[config.mk]
export PLATFORM = sky130hd
export DESIGN_NAME = ex_div
export DESIGN_NICKNAME = d
export VERILOG_FILES = /design/src/rtl/ex_div_pkg.sv /design/src/rtl/div_step.sv /design/src/rtl/ex_div.sv
export SDC_FILE = /design/constraint.sdc
export NUM_CORES = 1
export LEC_CHECK = 0
export BUFFER_PORTS_ARGS = -buffer_cell sky130_fd_sc_hd__buf_2
export CORE_ASPECT_RATIO = 0.9
export CORE_MARGIN = 4
export CORE_UTILIZATION = 50
export DETAILED_ROUTE_END_ITERATION = 10
export MAX_ROUTING_LAYER = met4
export PLACE_DENSITY = 0.8
export SETUP_SLACK_MARGIN = 0.15
export SLEW_MARGIN = 20
export SYNTH_ARGS = -nofsm -noshare
export SYNTH_HDL_FRONTEND = slang
export SYNTH_SLANG_ARGS = --single-unit
[constraint.sdc]
create_clock -name clk -period 4.05 [get_ports clk]
set_input_delay 0.405 -clock clk [delete_from_list [all_inputs] [get_ports clk]]
set_output_delay 0.405 -clock clk [all_outputs]
set_load 0.05 [all_outputs]
[src/rtl/ex_div_pkg.sv]
// Shared RV32M divide encodings: func3 codes, func7 and sequencer states.
// Imported by the divide sequencer and its datapath step.
package ex_div_pkg;

    localparam logic [2:0] INST_DIV  = 3'b100;
    localparam logic [2:0] INST_DIVU = 3'b101;
    localparam logic [2:0] INST_REM  = 3'b110;
    localparam logic [2:0] INST_REMU = 3'b111;
    localparam logic [6:0] FUNC7_MULDIV = 7'b0000001;

    typedef enum logic [1:0] {
        DIV_IDLE  = 2'd0,
        DIV_START = 2'd1,
        DIV_CALC  = 2'd2,
        DIV_END   = 2'd3
    } div_state_e;

    function automatic logic is_signed_op(input logic [2:0] func3);
        return (func3 == INST_DIV) || (func3 == INST_REM);
    endfunction

endpackage

[src/rtl/div_step.sv]
// One radix-2 restoring iteration: shift in a dividend bit, subtract when it fits.
// Purely combinational, zero latency, no flow control.
module div_step #(
    parameter int XLEN = 32
) (
    input  logic [XLEN-1:0] rem_i,
    input  logic [XLEN-1:0] divisor_i,
    input  logic            bit_i,
    output logic [XLEN-1:0] rem_o,
    output logic            q_bit_o
);

    logic [XLEN:0] shifted;

    // The partial remainder is always below the divisor, so the XLEN-bit
    // difference is exact whenever the extra-bit compare says it fits.
    assign shifted = {rem_i, bit_i};
    assign q_bit_o = (shifted >= {1'b0, divisor_i});
    assign rem_o   = q_bit_o ? (shifted[XLEN-1:0] - divisor_i) : shifted[XLEN-1:0];

endmodule

[src/rtl/ex_div.sv]
// RV32M DIV/DIVU/REM/REMU sequencer: 35 edges start-to-ready (3 on divide by zero).
// Holds the pipeline via hold_o while busy; flush_i cancels without writing back.
module ex_div
    import ex_div_pkg::*;
#(
    parameter int XLEN  = 32,
    parameter int CNT_W = 5
) (
    input  logic            clk,
    input  logic            rst_n,
    input  logic            start_i,
    input  logic [2:0]      func3_i,
    input  logic [XLEN-1:0] dividend_i,
    input  logic [XLEN-1:0] divisor_i,
    input  logic [4:0]      rd_addr_i,
    input  logic            flush_i,
    output logic [XLEN-1:0] result_o,
    output logic            ready_o,
    output logic [4:0]      rd_addr_o,
    output logic            busy_o,
    output logic            hold_o
);

    div_state_e      state_q, state_d;
    logic [2:0]      func3_q, func3_d;
    logic [XLEN-1:0] dvd_q, dvd_d;
    logic [XLEN-1:0] dvs_q, dvs_d;
    logic [4:0]      rd_q, rd_d;
    logic [XLEN-1:0] quot_q, quot_d;
    logic [XLEN-1:0] rem_q, rem_d;
    logic [CNT_W-1:0] cnt_q, cnt_d;
    logic            neg_quot_q, neg_quot_d;
    logic            neg_rem_q, neg_rem_d;
    logic [XLEN-1:0] result_q, result_d;
    logic            ready_q, ready_d;
    logic [4:0]      rd_out_q, rd_out_d;
    logic            busy_q, busy_d;

    logic [XLEN-1:0] step_rem;
    logic            step_q_bit;
    logic            signed_op;
    logic [XLEN-1:0] quot_fix, rem_fix;

    div_step #(.XLEN(XLEN)) u_div_step (
        .rem_i    (rem_q),
        .divisor_i(dvs_q),
        .bit_i    (dvd_q[XLEN-1]),
        .rem_o    (step_rem),
        .q_bit_o  (step_q_bit)
    );

    assign signed_op = is_signed_op(func3_q);
    assign quot_fix  = neg_quot_q ? (~quot_q + 1'b1) : quot_q;
    assign rem_fix   = neg_rem_q  ? (~rem_q + 1'b1)  : rem_q;

    always_comb begin
        state_d    = state_q;
        func3_d    = func3_q;
        dvd_d      = dvd_q;
        dvs_d      = dvs_q;
        rd_d       = rd_q;
        quot_d     = quot_q;
        rem_d      = rem_q;
        cnt_d      = cnt_q;
        neg_quot_d = neg_quot_q;
        neg_rem_d  = neg_rem_q;
        result_d   = result_q;
        ready_d    = 1'b0;
        rd_out_d   = rd_out_q;

        case (state_q)
            DIV_IDLE: begin
                if (start_i && !flush_i) begin
                    func3_d = func3_i;
                    dvd_d   = dividend_i;
                    dvs_d   = divisor_i;
                    rd_d    = rd_addr_i;
                    state_d = DIV_START;
                end
            end
            DIV_START: begin
                if (dvs_q == '0) begin
                    // Divide by zero skips the sign fix: all-ones quotient, raw dividend.
                    quot_d     = '1;
                    rem_d      = dvd_q;
                    neg_quot_d = 1'b0;
                    neg_rem_d  = 1'b0;
                    state_d    = DIV_END;
                end else begin
                    dvd_d      = (signed_op && dvd_q[XLEN-1]) ? (~dvd_q + 1'b1) : dvd_q;
                    dvs_d      = (signed_op && dvs_q[XLEN-1]) ? (~dvs_q + 1'b1) : dvs_q;
                    neg_quot_d = signed_op && (dvd_q[XLEN-1] ^ dvs_q[XLEN-1]);
                    neg_rem_d  = signed_op && dvd_q[XLEN-1];
                    quot_d     = '0;
                    rem_d      = '0;
                    cnt_d      = '0;
                    state_d    = DIV_CALC;
                end
            end
            DIV_CALC: begin
                rem_d  = step_rem;
                quot_d = {quot_q[XLEN-2:0], step_q_bit};
                dvd_d  = {dvd_q[XLEN-2:0], 1'b0};
                cnt_d  = cnt_q + 1'b1;
                if (cnt_q == CNT_W'(XLEN - 1)) begin
                    state_d = DIV_END;
                end
            end
            DIV_END: begin
                result_d = func3_q[1] ? rem_fix : quot_fix;
                rd_out_d = rd_q;
                ready_d  = 1'b1;
                state_d  = DIV_IDLE;
            end
            default: state_d = DIV_IDLE;
        endcase

        if (flush_i && (state_q != DIV_IDLE)) begin
            state_d  = DIV_IDLE;
            ready_d  = 1'b0;
            result_d = result_q;
            rd_out_d = rd_out_q;
        end
    end

    assign busy_d = (state_d != DIV_IDLE);

    always_ff @(posedge clk or negedge rst_n) begin
        if (!rst_n) begin
            state_q    <= DIV_IDLE;
            func3_q    <= '0;
            dvd_q      <= '0;
            dvs_q      <= '0;
            rd_q       <= '0;
            quot_q     <= '0;
            rem_q      <= '0;
            cnt_q      <= '0;
            neg_quot_q <= 1'b0;
            neg_rem_q  <= 1'b0;
            result_q   <= '0;
            ready_q    <= 1'b0;
            rd_out_q   <= '0;
            busy_q     <= 1'b0;
        end else begin
            state_q    <= state_d;
            func3_q    <= func3_d;
            dvd_q      <= dvd_d;
            dvs_q      <= dvs_d;
            rd_q       <= rd_d;
            quot_q     <= quot_d;
            rem_q      <= rem_d;
            cnt_q      <= cnt_d;
            neg_quot_q <= neg_quot_d;
            neg_rem_q  <= neg_rem_d;
            result_q   <= result_d;
            ready_q    <= ready_d;
            rd_out_q   <= rd_out_d;
            busy_q     <= busy_d;
        end
    end

    assign result_o  = result_q;
    assign ready_o   = ready_q;
    assign rd_addr_o = rd_out_q;
    assign busy_o    = busy_q;
    assign hold_o    = (start_i && !flush_i && (state_q == DIV_IDLE)) || (state_q != DIV_IDLE);

endmodule

---- Yosys cells after proc, flatten, opt, wreduce, memory -nomap -nowiden ----
Index checks and enable logic that the tools add are counted.
cells by class
  $add $sub $neg .......................... 6
  magnitude comparators ................... 1
  equal/unequal tests ..................... 10
  muxes and demuxes ....................... 27
  bitwise gates (word level) .............. 6
  reduce and logical (&&, ||, !) cells .... 21
operators with widths
  cell                   count
  $mux 32                12
  $pmux 32 s2            3
  $add 32x1->32 const B  4
  $not 32->32            4
  $pmux 32 s3            1
  $ge 33x32->1           1
  $logic_not 32->1       1
  $sub 32x32->32         1
  $pmux 5 s2             1
  $ne 2x2->1 const B     4
  $pmux 2 s4             1
  $reduce_and 4->1       2
  $reduce_bool 2->1      4
  $eq 3x3->1 const B     2
  $logic_and 1x1->1      6
  $mux 2                 3
  $reduce_and 2->1       3
  $add 5x1->5 const B    1
  $eq 5x5->1 const B     1
  $mux 1                 5
  $mux 5                 1
  $eq 2x2->1 const B     2
  $reduce_bool 3->1      1
  $eq 2x1->1 const B     1
  other kinds (5)        6
storage, ports and cells
  flip-flop bits (word level) ............. 184
  bits of input ports ..................... 76
  output and inout bits ................... 40

---- Depth between registers and ports, before layout ----
Gate-level depths: netlist (run 1).
  depth in word-level cells ............... 6
  gate-level depth with buffers ........... 14
  gate-level depth less buffers ........... 11

---- Cells and area by module ----
From an unflattened synthesis (run 1), not the netlist that was laid out.
unflattened totals
  cells, all modules ...................... 1,626
  area total of the unflattened synthesis .. 13,461.7 sq um
by module, submodules not included
  module    times used  cells an instance  area an instance (sq um)
  ex_div    1           1,303              11,130.7
  div_step  1           323                2,331.0

---- Worst setup path after synthesis (run 1) ----
Ideal clock, no wire load.
  kind .................................... register -> register
  from .................................... reg dvs_q[26]
  to ...................................... reg quot_q[0]
  library setup time ...................... 0.133 ns
  arrival ................................. 2.891 ns
  slack ................................... 1.026 ns
  stages on the path, launching flop included .. 15
  clock period less this slack ............ 3.024 ns
  cells stage by stage .................... dfrtp_1 clkbuf_1 inv_1 ha_1 a21o_1 a211oi_1 o211ai_1 a31o_2 a2111o_1 buf_4 and2_1 buf_6 buf_6 a211oi_1 a21oi_1
on the way
  cells in the longest elaborated chain, start to end .. 3
  elaborated cells on any way between the ends .. 4
ends and longest elaborated chain
  what                                                  RTL line       RTL
  from (decl)                                           ex_div.sv:27   logic [XLEN-1:0] dvs_q, dvs_d;
  from (signal assigned)                                ex_div.sv:148  dvs_q <= dvs_d;
  branches (longest 2 deep; another with $ge 33x32->1)  -
  $pmux 32 s2 (*)                                       ex_div.sv:71   case (state_q)
  to (signal assigned)                                  ex_div.sv:150  quot_q <= quot_d;
  to (decl)                                             ex_div.sv:29   logic [XLEN-1:0] quot_q, quot_d;
Mark *: on every way between the ends.
A chain may end at the register's enable or synchronous reset.

---- Worst setup path in the final report (run 1) ----
  from .................................... reg dvs_q[8]
  to ...................................... reg rem_q[22]
on the way
  cells in the longest elaborated chain, start to end .. 3
  elaborated cells on any way between the ends .. 6
ends and longest elaborated chain
  what                                          RTL line                      RTL
  $sub 32x32->32, or another cell as far along  div_step.sv:19                assign rem_o = q_bit_o ? (shifted[XLEN-1:0] - divisor_i) : shifted[XLEN-1:0];
  $mux 32, on equally long branches             div_step.sv:19, ex_div.sv:82
  $pmux 32 s2 (*)                               ex_div.sv:71
  to (signal assigned)                          ex_div.sv:151                 rem_q <= rem_d;
  to (decl)                                     ex_div.sv:30                  logic [XLEN-1:0] rem_q, rem_d;
Mark *: on every way between the ends. The rest lies on a longest branch, timed or not.

==> impl_metrics.tcl, run 1 <==
set metrics [dict create \
    dp_hpwl_um 29400 \
    post_synth_inst_count 1617 \
    final.fill_count 2453 \
    synth_seq_area_share_pct 34.9 \
    grt_max_degree 105 \
    netlist_area_um2 13200 \
    switchingPower_uw 7960 \
    final.setup.tns_ps 0 \
    final_period_minus_worst_setup_slack_ps 3460 \
    final_layout_size_suffix_gt1_share_pct 13.0 \
    number_of_hold_repair_buffers_added_at_the_cts_stage 0 \
    floorplan.rows 56 \
    mostFrequentLayoutCells "sky130_fd_sc_hd__dfrtp_1 (184), sky130_fd_sc_hd__a21oi_1 (182), sky130_fd_sc_hd__nand2_1 (154), sky130_fd_sc_hd__o21ai_0 (153), sky130_fd_sc_hd__nor2_1 (134)" \
    netlist-cell-type-count 84 \
    clk_root_buffer_cell "sky130_fd_sc_hd__clkbuf_16" \
    grt.met3_usage_pct 4.84 \
    htreeDepth 4 \
    finClkSkew_ps 18.0 \
    timing.critical_path.required_ps 4350 \
    unrepaired_setup_endpoints_after_global_routing "no" \
    max_fanout_on_critical_path 18 \
    drt_iter0_drc 1378 \
    dr_total_vias 12700 \
    syn_nets 1736 \
    r2r_start "dvs_q[8]" \
    power_report.internal_total_uw 6830 \
    fmax_mhz 289 \
    die_area_um2 29100 \
    drt_pre_antenna_iters 6 \
    synthesized_flop_and_latch_total 184 \
    vdd_ir_drop_max_mv 0.563 \
    initial_util_pct 50.6 \
    ff2ff_setup_slack_ps 590 \
    p_comb_share_pct 61.4 \
    final_cell_count_no_fill 2027 \
    synthXorXnorAreaFrac_pct 6.30 \
    grt_overflow_total 0 \
    die_h_um 162 \
    vias_in_the_first_global_route 11800 \
    power-per-cell-area_nw_per_um2 1020 \
    clock_insertion_delay_worst_skew_ps 460 \
    cts-buffers-inserted 17 \
    grt_antenna_before_repair 0 \
    wl_um 40300 \
    vias_per_cell 6.29 \
    worst_r2r_path_depth 11 \
    synth-simple-area-share_pct 19.2 \
    post_synth_mux_area_share_pct 3.72 \
    wl_per_cell_um 19.9 \
    placeableCoreArea_um2 26100 \
    cp-end-kind "flip-flop" \
    post_cts_buffers 0 \
    antenna_cells_inserted 0 \
    setup_viol 0 \
    port_buffers 115 \
    maxCapViolations 0 \
    dieWidth_um 179 \
    reg2reg_end "rem_q[22]" \
    clkSlewWorstSetupHoldPaths_ps 80 \
    total_leakage_power_uw 0.00632 \
    worst_hold_path_type "primary input to async pin" \
    place.gp.congestion 1.02 \
    grt_first_pass_wirelength_um 63800 \
    mostFrequentLayoutCell "sky130_fd_sc_hd__dfrtp_1" \
    cts_buffer_depth 2 \
    area_delta_synth_final_pct 10.3 \
    post_synth_fa_ha_maj_area_fraction_pct 4.13 \
    groute.layer.met1.usage_pct 40.1 \
    top_usage_layer "met2" \
    timing_hold_violations_final 0 \
    tritoncts "done" \
    yosys_warnings 0 \
    fin_area_um2 14600 \
    antenna_violating_nets_post_route 0 \
    grtUsageTotal_pct 28.4 \
    cp_data_arrival_time_ps 3760 \
    synth_area_per_cell_um2 8.16 \
    synth_compound_area_share_pct 26.5 \
    clock_power_share_pct 11.6 \
    postPlaceCellArea_um2 13900 \
    status "finished clean" \
    synthFlopType "sky130_fd_sc_hd__dfrtp_1" \
    cts_sinks 184 \
    max_slew.worst_pin.slew_ps 1000 \
    cts-resized-gates 0 \
    placed_cells_incl_taps 1995 \
    start_kind "flip-flop" \
    finalMaxSlewViolations 0 \
    power.share.switching_pct 53.8 \
    setup.worst_path.class "flip-flop to flip-flop" \
    io_pins 116 \
    global_route.usage.met2_pct 41.5 \
    synth_edf_count 0 \
    p_seq_share_pct 27.0 \
    timing.max_slew.rel_slack_pct 33.2 \
    nets 1786 \
    main_combinational_cell_family_by_area_after_synthesis "compound AO/OA/AOI/OAI gates" \
    fin_crit_sh_pct 85.5 \
    detail_route.drc_violations 0 \
    ys_async_sr_fraction_pct 100 \
]
## power groups by stage
stage / Clock, µW / Combinational (µW) / Sequential, µW
floorplan: 0 / 6510 / 4060
global placement: 0 / 8660 / 3930
detailed placement: 0 / 8860 / 3980
CTS: 1750 / 8920 / 3950
global route: 1810 / 9970 / 4110
finish: 1720 / 9090 / 3990
## worst max-delay path by stage
stage | end | cells after the start | slack (ps) | start
after floorplan | quot_q[0] | 14 | 1030 | dvs_q[26]
after global placement | rem_q[0] | 10 | 860 | dvs_q[26]
after detailed placement | rem_q[22] | 11 | 730 | dvs_q[8]
after CTS | rem_q[22] | 11 | 710 | dvs_q[8]
after global routing | rem_q[22] | 11 | 450 | dvs_q[8]
final | rem_q[22] | 11 | 590 | dvs_q[8]
## area by class of cell
type                    instances  area, µm²  area share (%)
clock buffers                  17        425            2.92
multi-input cells            1265       7930            54.4
repair buffers                139        785            5.39
well taps                     348        435            2.99
clock inverters                14        161            1.11
inverters                      60        225            1.55
flip-flops and latches        184       4600            31.6
## flip-flops by register name, summed over array words and instances, names as in the netlist, 2 cells and up
signal,count
result_o,32
func3_q,3
rem_q,32
rd_q,5
state_q,2
cnt_q,5
dvd_q,32
dvs_q,32
quot_q,32
rd_addr_o,5
## critical path, cell delays in order (launching register included)
cell                       delay, ps
sky130_fd_sc_hd__dfrtp_1         440
sky130_fd_sc_hd__inv_1           110
sky130_fd_sc_hd__ha_1            420
sky130_fd_sc_hd__nand4_1         390
sky130_fd_sc_hd__or2_2           430
sky130_fd_sc_hd__o21ai_1         140
sky130_fd_sc_hd__buf_4           170
sky130_fd_sc_hd__a2111o_1        300
sky130_fd_sc_hd__and2_1          190
sky130_fd_sc_hd__buf_4           290
sky130_fd_sc_hd__mux2i_1         290
sky130_fd_sc_hd__o221ai_1        140
## per-stage QoR
stage,utilization (%),total power [µW],hold WS (ps),setup WS [ps]
floorplan,-,10600,109,1030
global placement,53.5,12600,457,862
detailed placement,53.5,12800,468,732
CTS,55.8,14600,94.2,712
global route,55.9,15900,104,455
finish,55.9,14800,58.4,586
## metal layers
metal,routed length [µm],vias to the layer above
met2,18000,544
met5,0,-
met3,3350,85
met1,17600,6096
met4,1310,0
li1,-,6019
## Yosys cell counts (9+ instances only)
cell type	count	area [µm²]
sky130_fd_sc_hd__nand4_1	12	75.1
sky130_fd_sc_hd__o21ai_0	153	766
sky130_fd_sc_hd__nor2b_1	9	56.3
sky130_fd_sc_hd__xnor2_1	46	403
sky130_fd_sc_hd__mux2_2	16	180
sky130_fd_sc_hd__a211oi_1	17	128
sky130_fd_sc_hd__dfrtp_1	184	4600
sky130_fd_sc_hd__and3_1	31	194
sky130_fd_sc_hd__o22ai_1	34	213
sky130_fd_sc_hd__nor4_1	10	62.6
sky130_fd_sc_hd__o31ai_1	42	315
sky130_fd_sc_hd__o21ai_1	9	45.0
sky130_fd_sc_hd__or4_1	12	90.1
sky130_fd_sc_hd__nand2b_1	17	106
sky130_fd_sc_hd__mux2i_1	31	310
sky130_fd_sc_hd__a21o_1	17	128
sky130_fd_sc_hd__a21oi_1	182	911
sky130_fd_sc_hd__a221oi_1	16	140
sky130_fd_sc_hd__nor3_1	30	150
sky130_fd_sc_hd__nand2_1	154	578
sky130_fd_sc_hd__o211ai_1	9	67.6
sky130_fd_sc_hd__clkbuf_1	82	308
sky130_fd_sc_hd__nand3_1	36	180
sky130_fd_sc_hd__nor2_1	134	503
sky130_fd_sc_hd__o221ai_1	10	87.6
sky130_fd_sc_hd__or3_1	24	150
sky130_fd_sc_hd__o41ai_1	10	87.6
sky130_fd_sc_hd__buf_2	12	60.1
sky130_fd_sc_hd__ha_1	42	526
sky130_fd_sc_hd__a31oi_1	13	81.3
sky130_fd_sc_hd__xor2_1	49	429
sky130_fd_sc_hd__inv_1	60	225
## logic make-up after synthesis
logic type / after synthesis
buf+inv: 168
flops: 184
xor+xnor: 95
simple gates: 512
fa+ha+maj: 43
compound gates: 568
mux: 47
Note: power is estimated with default switching activity, not from simulation.
==> run 2, diff against run 1 <==
- CTS_BUF_LIST: unset -> sky130_fd_sc_hd__clkbuf_8
==> run 2 against run 1 <==
  * The flow now finishes with violations (negative hold slack)
  * Utilization fell by 0.84 points
  * Sequential power barely moved
  * Die area did not move
  * Cell area fell by 1.5%
  * Critical path type unchanged
  * Largest power group unchanged
  * Highest routed layer unchanged
==> impl_metrics.tcl, run 2 (same netlist as run 1, synthesis figures left out) <==
set metrics [dict create \
    cp_data_arrival_time_ps 3790 \
    reg2reg_end "rem_q[22]" \
    nets 1785 \
    timing.max_slew.rel_slack_pct 32.7 \
    tritoncts "done" \
    post_cts_buffers 0 \
    area_delta_synth_final_pct 8.67 \
    grt_overflow_total 0 \
    dp_hpwl_um 29400 \
    total_leakage_power_uw 0.00622 \
    max_slew.worst_pin.slew_ps 1010 \
    drt_iter0_drc 1517 \
    mostFrequentLayoutCells "sky130_fd_sc_hd__dfrtp_1 (183), sky130_fd_sc_hd__a21oi_1 (182), sky130_fd_sc_hd__nand2_1 (154), sky130_fd_sc_hd__o21ai_0 (153), sky130_fd_sc_hd__nor2_1 (134)" \
    dieWidth_um 179 \
    setup.worst_path.class "flip-flop to flip-flop" \
    fin_crit_sh_pct 84.9 \
    wl_per_cell_um 19.8 \
    antenna_violating_nets_post_route 0 \
    floorplan.rows 56 \
    vias_in_the_first_global_route 11800 \
    mostFrequentLayoutCell "sky130_fd_sc_hd__dfrtp_1" \
    cts-buffers-inserted 17 \
    wl_um 40200 \
    power_report.internal_total_uw 6450 \
    place.gp.congestion 1.02 \
    grt_first_pass_wirelength_um 63600 \
    finClkSkew_ps 21.4 \
    clkSlewWorstSetupHoldPaths_ps 120 \
    fmax_mhz 291 \
    drt-met1-wl_um 17500 \
    clock_insertion_delay_worst_skew_ps 500 \
    p_comb_share_pct 63.1 \
    final_cell_count_no_fill 2026 \
    setup_viol 0 \
    ff2ff_setup_slack_ps 610 \
    placed_cells_incl_taps 1995 \
    drt_pre_antenna_iters 7 \
    antenna_cells_inserted 0 \
    whs_ps -0.699 \
    port_buffers 115 \
    placeableCoreArea_um2 26100 \
    finalMaxSlewViolations 0 \
    cts-resized-gates 0 \
    cts_buffer_depth 2 \
    detail_route.drc_violations 0 \
    power.share.switching_pct 55.1 \
    violations "negative hold slack" \
    final_layout_size_suffix_gt1_share_pct 13.0 \
    switchingPower_uw 7900 \
    maxCapViolations 0 \
    detailed_route_wirelength_on_metal2_um 18200 \
    final_period_minus_worst_setup_slack_ps 3440 \
    top_layer "met4" \
    start_kind "flip-flop" \
    grtUsageTotal_pct 28.3 \
    cp-end-kind "flip-flop" \
    final.setup.tns_ps 0 \
    cts_sinks 184 \
    number_of_hold_repair_buffers_added_at_the_cts_stage 0 \
    clk_root_buffer_cell "sky130_fd_sc_hd__clkbuf_8" \
    die_h_um 162 \
    initial_util_pct 50.6 \
    met3_wirelength_um 3310 \
    max_fanout_on_critical_path 18 \
    worst_hold_path_type "primary input to async pin" \
    vias_per_cell 6.30 \
    power-per-cell-area_nw_per_um2 1000 \
    timing_hold_violations_final 1 \
    die_area_um2 29100 \
    clock_power_share_pct 9.1 \
    htreeDepth 4 \
    dr_total_vias 12800 \
    r2r_start "rem_q[7]" \
    status "complete, but fails checks" \
    unrepaired_setup_endpoints_after_global_routing "no" \
    grt_max_degree 105 \
    worst_r2r_path_depth 10 \
    io_pins 116 \
    timing.critical_path.required_ps 4400 \
    grt_antenna_before_repair 0 \
    vdd_ir_drop_max_mv 0.580 \
    p_seq_share_pct 27.9 \
]
==> run 2: changes by cell type in the layout (fill, tap and decap cells not counted), sizes merged <==
cell / before / now
buf: 138 / 137
==> run 2: worst max-delay path: stages, from the launching register on <==
cell	delay, ps
sky130_fd_sc_hd__dfrtp_1	520
sky130_fd_sc_hd__ha_1	460
sky130_fd_sc_hd__nand4_1	380
sky130_fd_sc_hd__or2_2	430
sky130_fd_sc_hd__o21ai_1	130
sky130_fd_sc_hd__buf_4	160
sky130_fd_sc_hd__a2111o_1	290
sky130_fd_sc_hd__and2_1	190
sky130_fd_sc_hd__buf_4	290
sky130_fd_sc_hd__mux2i_1	290
sky130_fd_sc_hd__o221ai_1	140
==> run 2: worst max path at each step <==
stage,cells after the start,endpoint,startpoint,slack (ps)
finish,10,rem_q[22],rem_q[7],610
global route,11,rem_q[22],dvs_q[8],430
CTS,10,rem_q[22],rem_q[7],700
detailed placement,11,rem_q[22],dvs_q[8],730
global placement,10,rem_q[0],dvs_q[26],860
floorplan,14,quot_q[0],dvs_q[26],1030
==> run 2: layout make-up <==
cell class | instances | area, µm²
Fill cell | 2491 | 11700
Multi-Input combinational cell | 1265 | 7930
Sequential cell | 184 | 4610
Timing Repair Buffer | 138 | 757
Tap cell | 348 | 435
Clock buffer | 17 | 234
Inverter | 60 | 225
Clock inverter | 14 | 161
==> run 2: per-layer routing <==
| metal | up-vias | GRT usage, % |
|---|---|---|
| met3 | 81 | 4.86 |
| met2 | 549 | 41.9 |
| met5 | - | - |
| met4 | 0 | 8.48 |
| met1 | 6122 | 40.0 |
| li1 | 6008 | - |
==> run 2: power groups by stage <==
stage	combinational, µW	sequential (µW)	clock, µW
after global placement	8660	3930	0
after global routing	9930	4120	1390
after floorplan	6510	4060	0
after detailed placement	8860	3980	0
final	9060	4000	1300
after CTS	8910	3950	1320
==> run 2: stage by stage <==
stage | instance area, µm² | util [%] | total power (µW) | setup WS (ps)
after floorplan | 13200 | - | 10600 | 1030
after global placement | 13900 | 53.5 | 12600 | 862
after detailed placement | 13900 | 53.5 | 12800 | 732
after CTS | 14300 | 55.0 | 14200 | 699
after global routing | 14300 | 55.0 | 15400 | 435
final | 14300 | 55.0 | 14400 | 612
